==> config.mk <==
export PLATFORM = sky130hd
export DESIGN_NAME = matrix_scan_arbiter
export DESIGN_NICKNAME = d
export VERILOG_FILES = /design/src/rtl/matriz_pkg.sv /design/src/rtl/scan_timer.sv /design/src/rtl/matrix_scan_arbiter.sv
export SDC_FILE = /design/constraint.sdc
export NUM_CORES = 1
export LEC_CHECK = 0
export CORE_MARGIN = 2
export CORE_UTILIZATION = 41
export CTS_CLUSTER_SIZE = 24
export DETAILED_ROUTE_END_ITERATION = 10
export PLACE_DENSITY = 0.77
export SLEW_MARGIN = 20
export SYNTH_ARGS = -nofsm -noshare
export SYNTH_HDL_FRONTEND = slang
export SYNTH_SLANG_ARGS = --single-unit
==> constraint.sdc <==
create_clock -name clk -period 3.2 [get_ports clk]
set_clock_uncertainty 0.2 [all_clocks]
set_input_delay 0.48 -clock clk [delete_from_list [all_inputs] [get_ports clk]]
set_output_delay 0.48 -clock clk [all_outputs]
set_load 0.02 [all_outputs]
==> src/rtl/matriz_pkg.sv <==
// Shared constants, state encoding and helpers for the LED matrix scan arbiter.
// Latency: n/a (declarations only).
// Backpressure: n/a.
package matriz_pkg;

  localparam int NCOLS   = 5;
  localparam int NROWS   = 7;
  localparam int FRAME_W = NCOLS * NROWS;

  // Largest request vector the lowest_set helper can search.
  localparam int LS_W = 32;

  typedef enum logic {
    IDLE = 1'b0,
    HOLD = 1'b1
  } arb_state_t;

  // Index of the lowest bit set in vec that is not excluded by mask; 0 when none.
  function automatic logic [4:0] lowest_set(input logic [LS_W-1:0] vec,
                                            input logic [LS_W-1:0] mask);
    logic [4:0] idx;
    idx = '0;
    for (int i = LS_W - 1; i >= 0; i--) begin
      if (vec[i] && !mask[i]) idx = 5'(i);
    end
    return idx;
  endfunction

endpackage

==> src/rtl/scan_timer.sv <==
// Column scan timebase: prescaler plus column index for the 5-column matrix.
// Latency: column 0 active on the first clock after reset release; one column per SCAN_DIV clocks.
// Backpressure: none, free-running once out of reset.
module scan_timer
  import matriz_pkg::*;
#(
  parameter int SCAN_DIV = 1000
) (
  input  logic       clk,
  input  logic       rstn,
  output logic       tick,
  output logic [2:0] col_idx,
  output logic       frame_wrap,
  output logic       active
);

  localparam int PRE_W = $clog2(SCAN_DIV);
  localparam logic [PRE_W-1:0] PRE_LAST = PRE_W'(SCAN_DIV - 1);
  localparam logic [2:0]       COL_LAST = 3'(NCOLS - 1);

  logic [PRE_W-1:0] prescaler;

  assign tick = active && (prescaler == PRE_LAST);
  // High throughout the last column; qualified by tick it marks the frame boundary.
  assign frame_wrap = (col_idx == COL_LAST);

  // Prescaler and column counter; the first edge out of reset only arms the scan at column 0.
  always_ff @(posedge clk) begin
    if (!rstn) begin
      prescaler <= '0;
      col_idx   <= '0;
      active    <= 1'b0;
    end else if (!active) begin
      active <= 1'b1;
    end else if (tick) begin
      prescaler <= '0;
      // Out-of-range column values (5..7) also fold back to column 0 here.
      col_idx   <= (col_idx >= COL_LAST) ? 3'd0 : col_idx + 3'd1;
    end else begin
      prescaler <= prescaler + 1'b1;
    end
  end

endmodule

==> src/rtl/matrix_scan_arbiter.sv <==
// Shares the 5x7 status LED matrix between NREQ requesters: priority preemption, dwell, tear-free frame swaps.
// Latency: a request takes effect at the next frame boundary (at most 5*SCAN_DIV clocks).
// Backpressure: req is a level held by the requester; ack pulses when its frame is latched.
module matrix_scan_arbiter
  import matriz_pkg::*;
#(
  parameter int NREQ         = 3,
  parameter int SCAN_DIV     = 1000,
  parameter int DWELL_FRAMES = 50
) (
  input  logic                    clk,
  input  logic                    rstn,
  input  logic [NREQ-1:0]         req,
  input  logic [NREQ*FRAME_W-1:0] frame_in,
  output logic [NCOLS-1:0]        col_out,
  output logic [NROWS-1:0]        row_out,
  output logic [NREQ-1:0]         grant,
  output logic [NREQ-1:0]         ack,
  output logic                    frame_start
);

  localparam int OWN_W = (NREQ > 1) ? $clog2(NREQ) : 1;
  localparam int DW_W  = $clog2(DWELL_FRAMES) + 1;
  localparam logic [DW_W-1:0] DW_MAX = DW_W'(DWELL_FRAMES - 1);

  logic       tick;
  logic [2:0] col_idx;
  logic       frame_wrap;
  logic       active;
  logic       boundary;

  arb_state_t         state, state_nxt;
  logic [OWN_W-1:0]   owner, owner_nxt;
  logic [DW_W-1:0]    dwell, dwell_nxt;
  logic [FRAME_W-1:0] fbuf, fbuf_nxt;
  logic [NREQ-1:0]    ack_nxt;
  logic [NREQ-1:0]    own_oh;
  logic               owner_req;
  logic [4:0]         any_idx;
  logic [4:0]         other_idx;
  logic               do_grant;
  logic               load_frame;
  logic [OWN_W-1:0]   target;

  scan_timer #(
    .SCAN_DIV (SCAN_DIV)
  ) u_scan_timer (
    .clk        (clk),
    .rstn       (rstn),
    .tick       (tick),
    .col_idx    (col_idx),
    .frame_wrap (frame_wrap),
    .active     (active)
  );

  assign boundary = tick && frame_wrap;

  // Owner as a one-hot vector, plus the candidate requesters seen at a boundary.
  always_comb begin
    own_oh = '0;
    for (int i = 0; i < NREQ; i++) begin
      own_oh[i] = (owner == OWN_W'(i));
    end
    owner_req = |(req & own_oh);
    any_idx   = lowest_set(LS_W'(req), '0);
    other_idx = lowest_set(LS_W'(req), LS_W'(own_oh));
  end

  // Arbitration: decide the owner, dwell and frame buffer contents at each frame boundary.
  always_comb begin
    state_nxt  = state;
    owner_nxt  = owner;
    dwell_nxt  = dwell;
    fbuf_nxt   = fbuf;
    ack_nxt    = '0;
    do_grant   = 1'b0;
    load_frame = 1'b0;
    target     = owner;
    if (boundary) begin
      unique case (state)
        IDLE: begin
          if (|req) begin
            do_grant = 1'b1;
            target   = OWN_W'(any_idx);
          end
        end
        HOLD: begin
          if (!owner_req) begin
            if (|req) begin
              do_grant = 1'b1;
              target   = OWN_W'(any_idx);
            end else begin
              state_nxt = IDLE;
              dwell_nxt = '0;
              fbuf_nxt  = '0;
            end
          end else if (any_idx < 5'(owner)) begin
            do_grant = 1'b1;
            target   = OWN_W'(any_idx);
          end else if ((dwell == DW_MAX) && |(req & ~own_oh)) begin
            do_grant = 1'b1;
            target   = OWN_W'(other_idx);
          end else begin
            // Live refresh of the current owner's picture; no ack.
            load_frame = 1'b1;
            if (dwell != DW_MAX) dwell_nxt = dwell + 1'b1;
          end
        end
        default: state_nxt = IDLE;
      endcase
    end
    if (do_grant) begin
      load_frame = 1'b1;
      state_nxt  = HOLD;
      owner_nxt  = target;
      dwell_nxt  = '0;
      for (int i = 0; i < NREQ; i++) begin
        ack_nxt[i] = (target == OWN_W'(i));
      end
    end
    if (load_frame) begin
      for (int i = 0; i < NREQ; i++) begin
        if (target == OWN_W'(i)) fbuf_nxt = frame_in[i*FRAME_W +: FRAME_W];
      end
    end
  end

  // Arbitration state, frame buffer and output pulses; reset aborts any frame or dwell in flight.
  always_ff @(posedge clk) begin
    if (!rstn) begin
      state       <= IDLE;
      owner       <= '0;
      dwell       <= '0;
      fbuf        <= '0;
      ack         <= '0;
      frame_start <= 1'b0;
    end else begin
      state       <= state_nxt;
      owner       <= owner_nxt;
      dwell       <= dwell_nxt;
      fbuf        <= fbuf_nxt;
      ack         <= ack_nxt;
      frame_start <= !active || boundary;
    end
  end

  assign grant = (state == HOLD) ? own_oh : '0;

  // Column drive and row data follow the registered column index and frame buffer.
  always_comb begin
    col_out = '0;
    row_out = '0;
    for (int c = 0; c < NCOLS; c++) begin
      col_out[c] = active && (col_idx == 3'(c));
      if ((state == HOLD) && (col_idx == 3'(c))) row_out = fbuf[c*NROWS +: NROWS];
    end
  end

endmodule

==> out/results.txt, run 1 <==
The number of cells traversed by the worst register-to-register path is 11. The number of max-slew violations in the final report is 0, and the area share of and/or/nand/nor cells after synthesis is 21.1%. Clock tree synthesis inserted a total of 9 buffers.

The clock passes through at most 2 buffers. Summing the areas of all compound-gate instances in the mapped netlist gives 21.1% of the synthesized area. Combinational cells account for 11.6% of the total power.

The buffer type at the clock tree root was clkbuf_8. Highest attainable clock frequency: 322 MHz. Counting flops and latches in the post-synthesis netlist gives 63.

The share of synthesized area occupied by flip-flops and latches was 35.6%; the placed standard-cell area was 5090 sq um. In this run the register-to-register setup slack is 110 ps. The run gives 0 as the max-cap violation count. For the count of endpoints failing hold in the final timing report, the log shows 0. Of the post-synthesis cell area, the dominant cell type holds 35.6%. 129 I/O pins were placed. Input and output buffers added on the ports amount to 128. The main combinational cell family by area after synthesis was compound AO/OA/AOI/OAI gates.

At the end of routability-driven placement, the weighted congestion stood at 0.879. At the worst endpoint, the arrival time is 3140 ps. The tools report the net switching power figure as 0.395 mW. The routed design could run at a clock period as short as 3110 ps. The power density relative to cell area is 328 nW/um^2. For the post-route antenna net violation count, the log shows 0. For the total detailed-routing wirelength, the log shows 11.3 mm.

The tightest min-delay check is of the register to register type. The mean number of vias per cell was 5.63; the yosys synthesis warning count was 0. After legalization and detailed placement, the total HPWL measured 7.95 mm.

The die is 97.0 um tall. The power share of the clock group was 44.2%. The startpoint identified for the worst register-to-register timing path is u_scan_timer.col_idx[0].

In this run, placement finished with an instance count of 637. For the final standard cell count with taps included and fillers excluded, the log shows 660. The path with the worst hold slack has its endpoint at fbuf[7]. Sequential cells burn 44.1% of the power. The number of different library cells used by synthesis comes to 52. The routed via count was 3715; the share of synthesized area spent on multiplexers was 10.5%. The H-tree was split into 3 levels. The net count of the finished layout is 669.

The number of flops mapped to enable cells by yosys came out at 0. The worst-case headroom to the max-slew limit is 61.8%, and the detail-routed net length per standard cell is 17.1 um. The adder and majority gate portion of the synthesized area is 3.18%. In this run the most critical hold path is launched from fbuf[7]. The wire length of the first global-routing pass is 17.8 mm. The worst setup path category is primary input to register. For the number of iterations in the first detailed-routing pass, the log shows 5. The share of the synthesized netlist area taken by xor and xnor gates works out to 3.21%.

The completed layout was analyzed and its total power is 1.79 mW. At the later pin of the worst-skew pair, clock insertion delay measures 340 ps. The core region area was 8300 sq um. Compared with the post-synthesis result, the final layout area differs by 54.3%. The kind of start point of the critical path was a primary input. For the remaining global-route overflow, the log shows 0. The number of antenna violations at the first check in global routing was 0; the synthesized net count was 523.

Synthesis produced a netlist whose cell count is 404. The remaining routing DRC violations is 0. Worst hold slack: 301 ps.

At the pin with the least slew margin, the transition time is 572 ps. The number of failing setup endpoints in the final timing report was 0; the number of global-route vias before repair was 3768. Endpoint of the worst-slack reg-to-reg timing path: fbuf[12].

For this design the static power due to leakage is 2.10 nW. dfxtp_1 takes more of the synthesized area than any other cell. In this run, the number of DRC markers left after iteration 0 of detailed routing was 162. The final critical-path share of the clock period is 97.1%. For the cell internal power dissipation, the log shows 1.40 mW.

After clock tree synthesis, the clock-pin slew on the worst setup and hold paths is 80 ps. The cell with the most instances after synthesis was nor2_1. Data on the critical path is required at its endpoint by 3230 ps. Along the worst path, the maximum fanout reaches 9. For the area of the die, the log shows 9410 sq um. The share of synthesized registers carrying an async set or reset was 0%.

0 antenna diodes ended up in the layout. The count of cells along the worst hold path came out at 1. The share of final-layout standard cells stronger than drive strength 1 came out at 15.0%.

The clock drives 63 sinks. Entering global routing, the biggest net connects 35 pins. For this run, the leading register cell type out of synthesis is dfxtp_1.

The commonest cells after synthesis are nor2_1, dfxtp_1, mux2i_1, a221o_1, a21oi_1. The initial utilization of the core area, before any placement, comes to 42.7%. The flow ran to the end, and the final reports show no timing, DRC or antenna violations. Post-route cell area: 5470 sq um.

The worst setup path is captured at a register. The die is 97.0 um wide. TritonCTS built the clock tree.

For the total global-route track usage, the log shows 23.0%. The maximum VDD drop is 0.196 mV. Net switching is 22.0% of the power. The mapped netlist covers 3540 sq um. The average cell area after synthesis works out to 8.77 sq um. For the final routed database, the setup TNS stands at 0 ps.

The number of placement rows was 33. Sorting the synthesized cells by area gives the leading types as dfxtp_1, mux2i_1, a221o_1.
[critical path, cell delays in order]
cell	delay [ps]
dlygate4sd2_1	270
nor2_4	100
nand2_2	60
inv_2	60
ha_4	190
nor2b_2	140
a311o_1	320
a311o_1	400
o311ai_4	130
buf_4	190
nor2_2	40
and3_4	220
clkbuf_16	170
a221o_1	340
[sequential cells by signal, indices dropped and copies added, names as in the netlist]
name                    cells
ack                         3
dwell                       7
u_scan_timer.active         1
u_scan_timer.prescaler     10
fbuf                       35
owner                       2
frame_start                 1
u_scan_timer.col_idx        3
state                       1
[cell families (layout without fill, tap and decap cells)]
group                      count (synthesis)  in the layout
adders and majority gates                  9              9
DFF                                       63             63
buffers and inverters                     37            188
AOI/OAI and AO/OA                         93             93
and+or+nand+nor                          152            152
xor gates and xnor gates                  13             13
muxes                                     37             37
[layout by cell type, fill, tap and decap left out, drive strengths merged, types with 4 or more instances in the layout]
master         netlist  final
nor2b               10     10
nor2                67     67
o21ai                4      4
dfxtp               63     63
inv                  8      9
and2                14     14
and3                 7      7
buf                 12     36
nand3               10     10
nand2               17     17
nand4                5      5
ha                   9      9
xor2                 6      6
clkbuf              17     16
a211oi              10     10
a22oi                7      7
a221o               33     33
xnor2                7      7
a21boi               4      4
mux2i               36     36
clkdlybuf4s50        0    118
a21oi               18     18
nor3                 4      4
[worst max path at each step]
stage / startpoint / endpoint / slack (ps) / cells after the start
2_1_floorplan: req[1] / fbuf[0] / 10 / 15
3_3_place_gp: req[1] / fbuf[9] / -290 / 13
3_5_place_dp: req[1] / fbuf[27] / -390 / 13
4_1_cts: req[2] / fbuf[21] / -1 / 12
5_1_grt: u_scan_timer.col_idx[1] / row_out[4] / -30 / 9
6_report: req[1] / fbuf[12] / 90 / 14
[per-layer routing]
metal	global-route usage, %	part of all wire, %	vias to the layer above
li1	-	-	1780
met1	28.6	42	1742
met2	37.5	48	168
met3	5.06	6.0	25
met4	11.5	3.3	0
met5	0	0	-
[through the flow]
stage               setup slack (ps)  util (%)
floorplan                       9.99         -
global placement                -289      61.3
detailed placement              -393      61.3
CTS                            -1.26      64.8
global route                   -25.3      65.9
finish                          92.1      65.9
[power by group through the flow]
stage	combinational (mW)	sequential, mW	clock [mW]
final	0.209	0.791	0.793
after global routing	0.224	0.791	0.835
after CTS	0.206	0.791	0.800
after detailed placement	0.206	0.809	0
after global placement	0.203	0.809	0
after floorplan	0.0458	0.808	0
[timing repair]
| item | CTS | global route |
|---|---|---|
| gates resized for setup | 11 | 37 |
| hold buffers | 0 | 0 |
| gates cloned | 2 | 2 |
| setup buffers | 0 | 3 |
| pin swaps | 2 | 6 |
| endpoints found under the setup margin | 25 | 42 |
[final cells by class]
cell class / count / area (sq um)
Inverter: 8 / 30.0
Multi-Input combinational cell: 304 / 2190
Fill cell: 667 / 2830
Timing Repair Buffer: 164 / 1630
Clock inverter: 6 / 92.6
Tap cell: 105 / 131
Clock buffer: 10 / 138
Sequential cell: 63 / 1260
No activity file was read; power rests on OpenSTA's default activity.
==> run 2, diff against run 1 <==
--- a/config.mk
+++ b/config.mk
@@ -9,6 +9,7 @@
 export CORE_UTILIZATION = 41
 export CTS_CLUSTER_SIZE = 24
 export DETAILED_ROUTE_END_ITERATION = 10
+export GPL_ROUTABILITY_DRIVEN = 1
 export PLACE_DENSITY = 0.77
 export SLEW_MARGIN = 20
 export SYNTH_ARGS = -nofsm -noshare
==> results of run 2 <==
Final layout, timing and power as in run 1 (identical DEF).
==> run 3, diff against run 2 <==
--- a/config.mk
+++ b/config.mk
@@ -11,6 +11,7 @@
 export DETAILED_ROUTE_END_ITERATION = 10
 export GPL_ROUTABILITY_DRIVEN = 1
 export PLACE_DENSITY = 0.77
+export SETUP_SLACK_MARGIN = 0.5
 export SLEW_MARGIN = 20
 export SYNTH_ARGS = -nofsm -noshare
 export SYNTH_HDL_FRONTEND = slang
==> run 3 against run 2 <==
Count of clock-buffer cells in the layout stayed put; clock power up 2%; flip-flop and latch count did not move; critical path depth is 4 lower; cell count up 4.1%; via count increased by 8.1%; global-route usage rose by 1.8 points; combinational power increased by 11%; core utilization increased by 6.7 points; sequential share of layout area down 1.9 points; routed wire length increased by 17%; fmax is 6.9% higher; critical path type is now register to primary output; largest power group unchanged.
==> out/results.txt, run 3 (same netlist as run 1, synthesis figures left out) <==
The combinational share of power is 12.7% (+1.1 points). The logs give 3928 (+4.2%) for the number of global-route vias before repair and 0 (unchanged) for the post-route antenna net violation count. In the final layout, the registers with the most flip-flops are fbuf: 35 flops, u_scan_timer.prescaler: 10 flops, dwell: 7 flops. The required time reported for the critical path endpoint came out at 2520 ps (-710 ps). The flow ran to the end, and the final reports show no timing, DRC or antenna violations.

The maximum level of the CTS H-tree is 3 (unchanged). The number of placement rows is 33 (unchanged). The tools report the number of filler instances in the final layout as 562 (-16%). The number of iterations in the first detailed-routing pass is 5 (unchanged), and the largest fanout of any net on the critical path is 7 (-2). The worst hold-check path type is register to register.

The number of cells traversed by the worst register-to-register path is 11 (unchanged), and the area of the die is 9410 sq um (unchanged). The root buffer cell chosen for the clock tree is clkbuf_8. The register with the most flip-flops was fbuf. Setup repair after global routing could not meet its margin everywhere. The total global-route track usage was 24.8% (+1.8 points); the worst slack at placement was -495 ps (-102 ps).

For the share of the core filled with cells in the final layout, the log shows 72.6% (+6.7 points). The tools report the worst hold slack as 303 ps (+2.49 ps). The max-cap violation count is 0 (unchanged), and the number of buffers on the longest clock path is 2 (unchanged).

Final standard cell count with taps included and fillers excluded: 687 (+4.1%). The iteration-0 DRC count of the detailed router came out at 291 (+80%). STA classifies the critical path endpoint as a primary output.

The height of the die is 97.0 um (unchanged), and the maximum number of pins on one net before global-route repair is 34 (-2.9%). The mean number of vias per cell came out at 5.85 (+3.9%). The HPWL reported at the end of detailed placement is 8.16 mm (+2.7%). The run gives 5140 sq um (+1.1%) as the placed standard-cell area. Grouping stages by cell kind, the critical path spends the most delay in buffers and inverters. The tools report the net total in the final layout as 696 (+4.0%).

The measured slew at the worst slew-check pin works out to 724 ps (+152 ps). The worst-case headroom to the max-slew limit is 51.6% (-10 points). The run gives 0 (unchanged) as the count of endpoints failing hold in the final timing report.

The number of hold-repair buffers added at the cts stage is 0 (unchanged). TritonCTS built the clock tree. The arrival time reported for the critical path endpoint is 2230 ps (-910 ps), and the clock-pin slew on the worst setup and hold paths is 80 ps (about the same). The initial cell density of the core was 42.7% (unchanged); the signed area change from the synthesized netlist to the final layout was 70.1%. The remaining routing DRC violations was 0 (unchanged). The width of the die works out to 97.0 um (unchanged).

The antenna diode count was 0 (unchanged). By startpoint and endpoint, the worst setup path is classified as register to primary output. The logs give 293 ps (+201 ps) for the setup slack of the critical path after layout and 0 (unchanged) for the number of antenna violations at the first check in global routing. The final RePlAce weighted congestion is 0.892 (+1.5%). The run gives 129 (unchanged) as the top-level port count. The share of total power consumed by net switching works out to 23.1% (+1.0 points). The final critical-path share of the clock period came out at 90.8% (-6.3 points). The number of flip-flops under the largest register name is 35 (unchanged), and the routed via count is 4017 (+8.1%). The total detailed-routing wirelength was 13.2 mm (+17%); the wire length of the first global-routing pass was 19.2 mm (+7.8%).

The run gives 6030 sq um (+10%) as the post-route cell area. The tools report the kind of start point of the critical path as a register. The logs give 0.421 mW (+6.6%) for the net switching power figure and 44.2% (about the same) for the power share of the clock group. The part of the total power dissipated in sequential elements is 43.1% (-1.0 points). The library cells used most frequently in the layout, excluding fill and tap cells, are clkdlybuf4s50_1, dfxtp_1, nor2_1. Internal reg-to-reg setup slack: 290 ps (+180 ps). The run gives 344 MHz (+6.9%) as the highest attainable clock frequency. Leakage power total: 2.27 nW (+8.3%).

The share of final-layout standard cells stronger than drive strength 1 came out at 28.5% (+14 points). The most common cell after layout, fill and taps aside is clkdlybuf4s50_1. For the cell internal power dissipation, the log shows 1.40 mW (+0.54%). Maximum VDD drop: 0.229 mV (+17%). Walking the worst path, the cells encountered are inv_4 -> ha_4 -> nor4bb_4 -> buf_6 -> buf_4 -> a22oi_2 -> a211oi_2 -> a21oi_1 -> a21oi_1 -> buf_4. Detail-routed net length per standard cell: 19.3 um (+12%). The number of failing setup endpoints in the final timing report came out at 0 (unchanged). The run gives 0 (unchanged) as the remaining global-route overflow.

The clock period minus worst slack was 2910 ps (-201 ps). The count of buffer and inverter cells on the critical path was 4 (unchanged); the worst stage delay on the critical path was 360 ps (-40 ps). The slowest stage of the critical path belongs to the cell dfxtp_2.

The power density relative to cell area is 303 nW/um^2 (-7.6%). The number of buffers inserted by port buffering was 128 (unchanged); the latest clock arrival within the worst-skew pair was 340 ps (about the same). The number of max-slew violations in the final report was 0 (unchanged); the total placed cells including tap cells was 641 (+0.63%). TritonCTS buffer count: 9 (unchanged). The count of cells along the worst hold path was 1 (unchanged); the number of gates on the worst path with buffers counted was 10 (-4).

The core region area is 8300 sq um (unchanged), and the total number of clock tree sinks is 63 (unchanged).
[run 3: cell count changes in the layout (fill, tap and decap cells not counted), sizes merged]
| cell | before | now |
|---|---|---|
| buf | 36 | 65 |
| and3 | 7 | 12 |
| clkbuf | 16 | 13 |
| bufbuf | 1 | 0 |
| clkdlybuf4s15 | 1 | 0 |
| dlygate4sd2 | 1 | 0 |
| dlymetal6s2s | 1 | 0 |
[run 3: routing by layer]
layer | routed length [um] | vias to the layer above | GRT usage (%)
met5 | 0 | - | 0
met4 | 392 | 0 | 8.45
met3 | 1180 | 38 | 5.78
met2 | 6460 | 230 | 41.8
met1 | 5200 | 1903 | 31.0
li1 | - | 1846 | -
[run 3: what timing repair did]
item,CTS,global route
gates cloned,6,3
endpoints found under the setup margin,54,50
endpoints found under the hold margin,0,0
buffers inserted,12,9
gates resized for setup,96,54
pin swaps,33,24
[run 3: worst paths after layout]
kind	startpoint	to
worst max-delay path	u_scan_timer.col_idx[1]	row_out[0]
worst min-delay path	fbuf[1]	fbuf[1]
worst max register to register	u_scan_timer.col_idx[0]	fbuf[14]
worst min register to register	fbuf[1]	fbuf[1]
[run 3: through the flow]
step	TNS (ps)	power, mW
3_3_place_gp	-12680	1.01
6_report	0	1.83
3_5_place_dp	-15600	1.02
4_1_cts	0	1.81
5_1_grt	0	1.87
2_1_floorplan	0	0.856
[run 3: area by class of cell]
type / instances / area (sq um) / area share, %
Clock buffer: 10 / 138 / 2.28
Clock inverter: 6 / 92.6 / 1.54
Inverter: 8 / 35.0 / 0.581
Multi-Input combinational cell: 309 / 2550 / 42.3
Sequential cell: 63 / 1270 / 21.1
Tap cell: 105 / 131 / 2.18
Timing Repair Buffer: 186 / 1810 / 30.0
[run 3: power by group through the flow]
stage / Sequential [mW] / Combinational (mW) / Clock [mW]
final: 0.788 / 0.231 / 0.807
after global routing: 0.788 / 0.244 / 0.842
after CTS: 0.788 / 0.216 / 0.804
after detailed placement: 0.807 / 0.208 / 0
after global placement: 0.807 / 0.206 / 0
after floorplan: 0.808 / 0.0486 / 0
